==> src/rtl/pipeline_stall_controller_pkg.sv <==
// Shared definitions for the pipeline stall controller: FSM state encoding and parameter defaults.
// Latency: n/a (types and constants only).
// Backpressure: n/a.
package pipeline_stall_controller_pkg;

  localparam int unsigned CNT_WIDTH_DEF   = 16;
  localparam int unsigned MEM_TIMEOUT_DEF = 255;

  // Two-bit state encoding shared by the controller and anything that observes it.
  typedef enum logic [1:0] {
    S_RUN      = 2'd0,
    S_MEM_WAIT = 2'd1,
    S_ERROR    = 2'd2
  } state_e;

endpackage

==> src/rtl/pipeline_stall_controller_if.sv <==
// Hazard inputs and per-stage freeze/flush controls plus performance counters, bundled as one interface.
// Latency: n/a (wires only).
// Backpressure: n/a; the controller answers every cycle.
interface pipeline_stall_controller_if
  import pipeline_stall_controller_pkg::*;
#(
  parameter int unsigned CNT_WIDTH = CNT_WIDTH_DEF
);
  // Pipeline-side requests.
  logic                 hazard_detected;
  logic                 branch_taken;
  logic                 mem_busy;
  // Per-stage controls.
  logic                 freeze_pc;
  logic                 freeze_if_id;
  logic                 flush_if_id;
  logic                 flush_id_exe;
  logic                 freeze_id_exe;
  logic                 freeze_exe_mem;
  logic                 branch_redirect;
  logic                 mem_timeout;
  // Performance counters.
  logic [CNT_WIDTH-1:0] stall_count;
  logic [CNT_WIDTH-1:0] flush_count;
  logic [CNT_WIDTH-1:0] mem_wait_count;

  // Pipeline / hazard-unit side.
  modport master (
    output hazard_detected, branch_taken, mem_busy,
    input  freeze_pc, freeze_if_id, flush_if_id, flush_id_exe, freeze_id_exe,
           freeze_exe_mem, branch_redirect, mem_timeout,
           stall_count, flush_count, mem_wait_count
  );

  // Stall controller side.
  modport slave (
    input  hazard_detected, branch_taken, mem_busy,
    output freeze_pc, freeze_if_id, flush_if_id, flush_id_exe, freeze_id_exe,
           freeze_exe_mem, branch_redirect, mem_timeout,
           stall_count, flush_count, mem_wait_count
  );

endinterface

==> src/rtl/pipeline_stall_controller_sat_counter.sv <==
// Saturating up-counter with synchronous clear; holds at all-ones instead of wrapping.
// Latency: count updates one cycle after inc_i.
// Backpressure: none; inc_i is accepted every cycle.
module sat_counter #(
  parameter int unsigned W = 16
) (
  input  logic         clk,
  input  logic         clear_i,
  input  logic         inc_i,
  output logic [W-1:0] count_o
);

  logic [W-1:0] count_q;

  // Clear wins; otherwise step by one unless already at all-ones.
  always_ff @(posedge clk) begin
    if (clear_i) begin
      count_q <= '0;
    end else if (inc_i && (count_q != '1)) begin
      count_q <= count_q + W'(1);
    end
  end

  assign count_o = count_q;

endmodule

==> src/rtl/pipeline_stall_controller.sv <==
// Turns load-use hazard, taken branch and MEM busy into per-stage freeze/flush controls, with a MEM watchdog.
// Latency: controls are combinational from state and inputs; counters and state update at the next edge.
// Backpressure: mem_busy freezes every stage; a pending branch/hazard is serviced the cycle it drops.
module pipeline_stall_controller
  import pipeline_stall_controller_pkg::*;
#(
  parameter int unsigned CNT_WIDTH   = CNT_WIDTH_DEF,
  parameter int unsigned MEM_TIMEOUT = MEM_TIMEOUT_DEF
) (
  input  logic                          clk,
  input  logic                          rst,
  pipeline_stall_controller_if.slave    bus
);

  // Watchdog only has to reach MEM_TIMEOUT; it leaves S_MEM_WAIT before it could go further.
  localparam int unsigned WD_W = (MEM_TIMEOUT < 2) ? 1 : $clog2(MEM_TIMEOUT + 1);
  localparam logic [WD_W-1:0] WD_LIMIT = WD_W'(MEM_TIMEOUT);

  state_e          state_q, state_d;
  logic [WD_W-1:0] wd_q, wd_d;

  logic freeze_pc_d, freeze_if_id_d, flush_if_id_d, flush_id_exe_d;
  logic freeze_id_exe_d, freeze_exe_mem_d, branch_redirect_d, mem_timeout_d;
  logic stall_inc, flush_inc, mem_wait_inc;

  // State and watchdog registers with synchronous reset.
  always_ff @(posedge clk) begin
    if (rst) begin
      state_q <= S_RUN;
      wd_q    <= '0;
    end else begin
      state_q <= state_d;
      wd_q    <= wd_d;
    end
  end

  // Next state, watchdog and controls: mem_busy beats branch_taken beats hazard_detected.
  always_comb begin
    state_d           = state_q;
    wd_d              = wd_q;
    freeze_pc_d       = 1'b0;
    freeze_if_id_d    = 1'b0;
    flush_if_id_d     = 1'b0;
    flush_id_exe_d    = 1'b0;
    freeze_id_exe_d   = 1'b0;
    freeze_exe_mem_d  = 1'b0;
    branch_redirect_d = 1'b0;
    mem_timeout_d     = 1'b0;
    stall_inc         = 1'b0;
    flush_inc         = 1'b0;
    mem_wait_inc      = 1'b0;

    case (state_q)
      S_RUN, S_MEM_WAIT: begin
        if (bus.mem_busy) begin
          // Whole pipe holds; a pending branch/hazard stays latched in EXE/ID.
          freeze_pc_d      = 1'b1;
          freeze_if_id_d   = 1'b1;
          freeze_id_exe_d  = 1'b1;
          freeze_exe_mem_d = 1'b1;
          mem_wait_inc     = 1'b1;
          if (state_q == S_RUN) begin
            state_d = S_MEM_WAIT;
            wd_d    = WD_W'(1);
          end else if (wd_q == WD_LIMIT) begin
            state_d = S_ERROR;
          end else begin
            wd_d = wd_q + WD_W'(1);
          end
        end else begin
          state_d = S_RUN;
          wd_d    = '0;
          if (bus.branch_taken) begin
            // Instruction in ID is wrong-path, so its hazard is irrelevant.
            branch_redirect_d = 1'b1;
            flush_if_id_d     = 1'b1;
            flush_id_exe_d    = 1'b1;
            flush_inc         = 1'b1;
          end else if (bus.hazard_detected) begin
            freeze_pc_d    = 1'b1;
            freeze_if_id_d = 1'b1;
            flush_id_exe_d = 1'b1;
            stall_inc      = 1'b1;
          end
        end
      end
      S_ERROR: begin
        freeze_pc_d      = 1'b1;
        freeze_if_id_d   = 1'b1;
        freeze_id_exe_d  = 1'b1;
        freeze_exe_mem_d = 1'b1;
        mem_timeout_d    = 1'b1;
      end
      default: begin
        state_d = S_RUN;
        wd_d    = '0;
      end
    endcase

    if (rst) begin
      freeze_pc_d       = 1'b0;
      freeze_if_id_d    = 1'b0;
      flush_if_id_d     = 1'b0;
      flush_id_exe_d    = 1'b0;
      freeze_id_exe_d   = 1'b0;
      freeze_exe_mem_d  = 1'b0;
      branch_redirect_d = 1'b0;
      mem_timeout_d     = 1'b0;
      stall_inc         = 1'b0;
      flush_inc         = 1'b0;
      mem_wait_inc      = 1'b0;
    end
  end

  assign bus.freeze_pc       = freeze_pc_d;
  assign bus.freeze_if_id    = freeze_if_id_d;
  assign bus.flush_if_id     = flush_if_id_d;
  assign bus.flush_id_exe    = flush_id_exe_d;
  assign bus.freeze_id_exe   = freeze_id_exe_d;
  assign bus.freeze_exe_mem  = freeze_exe_mem_d;
  assign bus.branch_redirect = branch_redirect_d;
  assign bus.mem_timeout     = mem_timeout_d;

  sat_counter #(.W(CNT_WIDTH)) u_stall_cnt (
    .clk(clk), .clear_i(rst), .inc_i(stall_inc), .count_o(bus.stall_count)
  );

  sat_counter #(.W(CNT_WIDTH)) u_flush_cnt (
    .clk(clk), .clear_i(rst), .inc_i(flush_inc), .count_o(bus.flush_count)
  );

  sat_counter #(.W(CNT_WIDTH)) u_mem_wait_cnt (
    .clk(clk), .clear_i(rst), .inc_i(mem_wait_inc), .count_o(bus.mem_wait_count)
  );

endmodule

==> src/flat_wrapper.sv <==
// flat-port wrapper written by rule: the top's interface ports become plain ports
module pipeline_stall_controller_flat import pipeline_stall_controller_pkg::*;
#(
  parameter int unsigned CNT_WIDTH   = CNT_WIDTH_DEF,
  parameter int unsigned MEM_TIMEOUT = MEM_TIMEOUT_DEF
)
  (clk, rst, bus_hazard_detected, bus_branch_taken, bus_mem_busy, bus_freeze_pc, bus_freeze_if_id, bus_flush_if_id, bus_flush_id_exe, bus_freeze_id_exe, bus_freeze_exe_mem, bus_branch_redirect, bus_mem_timeout, bus_stall_count, bus_flush_count, bus_mem_wait_count);
  pipeline_stall_controller_if #(.CNT_WIDTH(CNT_WIDTH)) bus_i ();
  input  logic clk;
  input  logic rst;
  input wire logic [$bits(bus_i.hazard_detected)-1:0] bus_hazard_detected;
  input wire logic [$bits(bus_i.branch_taken)-1:0] bus_branch_taken;
  input wire logic [$bits(bus_i.mem_busy)-1:0] bus_mem_busy;
  output wire logic [$bits(bus_i.freeze_pc)-1:0] bus_freeze_pc;
  output wire logic [$bits(bus_i.freeze_if_id)-1:0] bus_freeze_if_id;
  output wire logic [$bits(bus_i.flush_if_id)-1:0] bus_flush_if_id;
  output wire logic [$bits(bus_i.flush_id_exe)-1:0] bus_flush_id_exe;
  output wire logic [$bits(bus_i.freeze_id_exe)-1:0] bus_freeze_id_exe;
  output wire logic [$bits(bus_i.freeze_exe_mem)-1:0] bus_freeze_exe_mem;
  output wire logic [$bits(bus_i.branch_redirect)-1:0] bus_branch_redirect;
  output wire logic [$bits(bus_i.mem_timeout)-1:0] bus_mem_timeout;
  output wire logic [$bits(bus_i.stall_count)-1:0] bus_stall_count;
  output wire logic [$bits(bus_i.flush_count)-1:0] bus_flush_count;
  output wire logic [$bits(bus_i.mem_wait_count)-1:0] bus_mem_wait_count;
  assign bus_i.hazard_detected = bus_hazard_detected;
  assign bus_i.branch_taken = bus_branch_taken;
  assign bus_i.mem_busy = bus_mem_busy;
  assign bus_freeze_pc = bus_i.freeze_pc;
  assign bus_freeze_if_id = bus_i.freeze_if_id;
  assign bus_flush_if_id = bus_i.flush_if_id;
  assign bus_flush_id_exe = bus_i.flush_id_exe;
  assign bus_freeze_id_exe = bus_i.freeze_id_exe;
  assign bus_freeze_exe_mem = bus_i.freeze_exe_mem;
  assign bus_branch_redirect = bus_i.branch_redirect;
  assign bus_mem_timeout = bus_i.mem_timeout;
  assign bus_stall_count = bus_i.stall_count;
  assign bus_flush_count = bus_i.flush_count;
  assign bus_mem_wait_count = bus_i.mem_wait_count;
  pipeline_stall_controller #(.CNT_WIDTH(CNT_WIDTH), .MEM_TIMEOUT(MEM_TIMEOUT)) u_core (.clk(clk), .rst(rst), .bus(bus_i));
endmodule
==> config.mk <==
export PLATFORM = sky130hd
export DESIGN_NAME = pipeline_stall_controller_flat
export DESIGN_NICKNAME = d
export VERILOG_FILES = /design/src/rtl/pipeline_stall_controller_pkg.sv /design/src/rtl/pipeline_stall_controller_if.sv /design/src/rtl/pipeline_stall_controller_sat_counter.sv /design/src/rtl/pipeline_stall_controller.sv /design/src/flat_wrapper.sv
export SDC_FILE = /design/constraint.sdc
export NUM_CORES = 1
export LEC_CHECK = 0
export BUFFER_PORTS_ARGS = -buffer_cell sky130_fd_sc_hd__buf_4
export CAP_MARGIN = 30
export CORE_ASPECT_RATIO = 0.8
export CORE_MARGIN = 2
export CORE_UTILIZATION = 50
export DETAILED_ROUTE_END_ITERATION = 6
export PLACE_DENSITY_LB_ADDON = 0.2
export SLEW_MARGIN = 20
export SYNTH_ARGS = -nofsm -noshare
export SYNTH_HDL_FRONTEND = slang
export SYNTH_SLANG_ARGS = --single-unit
==> constraint.sdc <==
create_clock -name clk -period 6.9 [get_ports clk]
set_input_delay 1.725 -clock clk [delete_from_list [all_inputs] [get_ports clk]]
set_output_delay 1.725 -clock clk [all_outputs]
set_load 0.02 [all_outputs]
==> qor.txt <==
Fill cells -> 531
GRT Resource Usage Total -> 0.220
Grt ovf -> 0
Clock buffer depth -> 2
Slew margin rel. -> 0.448
Initial core utilization -> 0.518
Final wirelength -> 7380 µm
Row cnt -> 25
Mapped Cells -> 358
Clk pin slew, worst setup/hold paths -> 0.06 ns
CTS Sinks -> 58
Dominant cells by area after synthesis -> dfxtp_1 38%, a21oi_1 5.8%, o31ai_1 3.9%
Clk root buf -> clkbuf_8
Post-route ant nets -> 0
Min Hold Slack -> 0.472 ns
Req. time, crit path -> 5.18 ns
Iter 0 DRT Violations -> 139
First-pass DRT Iterations -> 4
Origin of the worst setup path -> rst
Clock skew -> 0.00520 ns
Post-synth net total -> 367
Syn_area_per_cell -> 8.50 µm²
Ys async rst share -> 0
Lkg Pwr -> 1.26 nW
Count leader, synth -> dfxtp_1
CORE AREA -> 0.00588 mm²
Final Cycle Share -> 0.688
Area taken by multi-input logic gates -> 0.00178 mm²
Ant. Diodes -> 0
Max-Cap Viols -> 0
Final TNS setup -> 0 ns
DIE AREA -> 0.00673 mm²
Synth warnings -> 0
Die height -> 73.8 µm
Vias -> 3103
Reg-to-reg critical path startpoint -> u_core.state_q[1]
Postcts setup bufs -> 0
Fmax -> 211 MHz
Final hold violation count -> 0
Number of synthesized flops with an enable pin -> 0
Grt met2 use -> 0.347
Crit Path Category -> input pin to primary output
Wire per inst -> 14.8 µm
Area growth from synthesis to layout -> 22.1%
Minimum clock period after layout -> 4.75 ns
CTS buffer count -> 9
Yosys cell types -> 50
H-tree levels -> 3
Register area -> 0.00116 mm²
GRT Max-Usage Layer -> met2
Hold_buf cts -> 0
Vias per inst -> 6.21
Share of layout cells above drive strength 1 -> 0.205
Placed Cells -> 483
First-pass GRT wire length -> 12000 µm
DRC -> 0
Cell Area, Synth -> 0.00304 mm²
Routability Congestion -> 0.860
Hold Crit Start -> u_core.wd_q[1]
Min-delay worst type -> flip-flop to flip-flop
Die X-Extent -> 91.2 µm
Pwr dens -> 180 mW/mm²
VDD IR-drop max -> 0.132 mV
DP Wirelength -> 5130 µm
Worst-Margin Slew -> 0.821 ns
Fin cells -> 500
Critical path capture point type -> primary output
Register bit count reported by yosys -> 58
CTS tree -> done
Post-route setup slack -> 2.15 ns
Startpoint Class -> input pin
Nets -> 423
Initial antenna violation count -> 0
Sequential-to-total area share from yosys stat -> 0.381
CP Max Fanout -> 55
Area fraction of the dominant cell type after synthesis -> 0.381
Status -> completed
Yosys top cell by area -> dfxtp_1
PostCTS Resize Cnt -> 0
Skew-Pair Late Insertion Delay -> 0.33 ns
Met1 Use GR -> 0.291
Port Buffers -> 60
RSZ-0062 raised after global routing -> false
Worst EP arrival -> 3.02 ns
Setup violators final -> 0
Most frequent cells after synthesis -> 58 x dfxtp_1, 35 x a21oi_1, 28 x nand2_1
Final Max Tran Viols -> 0
Largest net degree at the start of global routing -> 56
M3 GR Usage -> 0.0738
Dpl ws -> 2.14 ns
Synth Flop Type -> dfxtp_1
Vias in the first global route -> 2593
Boundary pin count -> 61
-- power breakdown --
| group | switching, mW | internal, mW | leakage (nW) |
|---|---|---|---|
| Sequential | 0.00363 | 0.337 | 0.468 |
| Combinational | 0.0201 | 0.0113 | 0.704 |
| Clock | 0.130 | 0.166 | 0.0914 |
-- flip-flops by register name, indices dropped and copies added (netlist names) --
name,flops
u_core.state_q,2
u_core.u_mem_wait_cnt.count_o,16
u_core.wd_q,8
u_core.u_stall_cnt.count_o,16
u_core.u_flush_cnt.count_o,16
-- kinds of logic after synthesis --
group                    count (synthesis)  synth area share
AND/OR/NAND/NOR                        155             0.298
AO/OA/AOI/OAI                          105             0.232
flip-flops                              58             0.381
buffers and inverters                   26            0.0366
multiplexers                            10            0.0353
adder cells (fa/ha/maj)                  4            0.0164
-- per-layer routing --
layer,part of all wire,wire length [µm]
met3,0.062,457
met5,0,0
met4,0.0049,36
met2,0.45,3350
met1,0.48,3530
-- cell usage in the layout (no fill, tap or decap), drive strengths merged, types with 4 or more instances in the layout --
| cell | Yosys | routed |
|---|---|---|
| buf | 6 | 61 |
| dfxtp | 58 | 58 |
| a21oi | 35 | 35 |
| nand2 | 28 | 28 |
| nand3 | 21 | 21 |
| o31ai | 16 | 16 |
| nand4 | 16 | 16 |
| or4 | 16 | 16 |
| clkbuf | 11 | 14 |
| or3 | 13 | 13 |
| o21ai | 12 | 12 |
| nor4 | 11 | 11 |
| nor2 | 9 | 9 |
| inv | 9 | 9 |
| nor2b | 8 | 8 |
| o41ai | 8 | 8 |
| and4 | 7 | 7 |
| o311ai | 7 | 7 |
| mux2 | 6 | 6 |
| nand2b | 5 | 5 |
| nor3 | 5 | 5 |
| o21a | 4 | 4 |
| and3 | 4 | 4 |
| mux2i | 4 | 4 |
| o31a | 4 | 4 |
| ha | 4 | 4 |
-- worst max-delay path, cell delays in order --
cell	delay, ns
buf_4	0.28
nor4b_2	0.72
buf_4	0.27
-- through the flow --
step                       util  power (mW)  area, µm²
after floorplan               -       0.369       3040
after global placement    0.601       0.379       3530
after global routing      0.632       0.694       3720
final                     0.632       0.668       3720
after CTS                 0.631       0.674       3710
after detailed placement  0.601       0.380       3530
-- area by class of cell --
cell class | instances | share of cell area
well taps | 81 | 0.0273
inverters | 9 | 0.00909
clock buffers | 13 | 0.0374
repair buffers | 62 | 0.125
clock inverters | 3 | 0.0108
multi-input cells | 274 | 0.478
flip-flops and latches | 58 | 0.312
-- worst paths after layout --
kind / end / slack, ns / cells past startpoint
min: u_core.wd_q[1] / 0.47 / 2
max reg2reg: u_core.u_flush_cnt.count_o[9] / 4.36 / 4
max: bus_flush_if_id / 2.15 / 3
min reg2reg: u_core.wd_q[1] / 0.47 / 2
No activity file was read; power rests on OpenSTA's default activity.
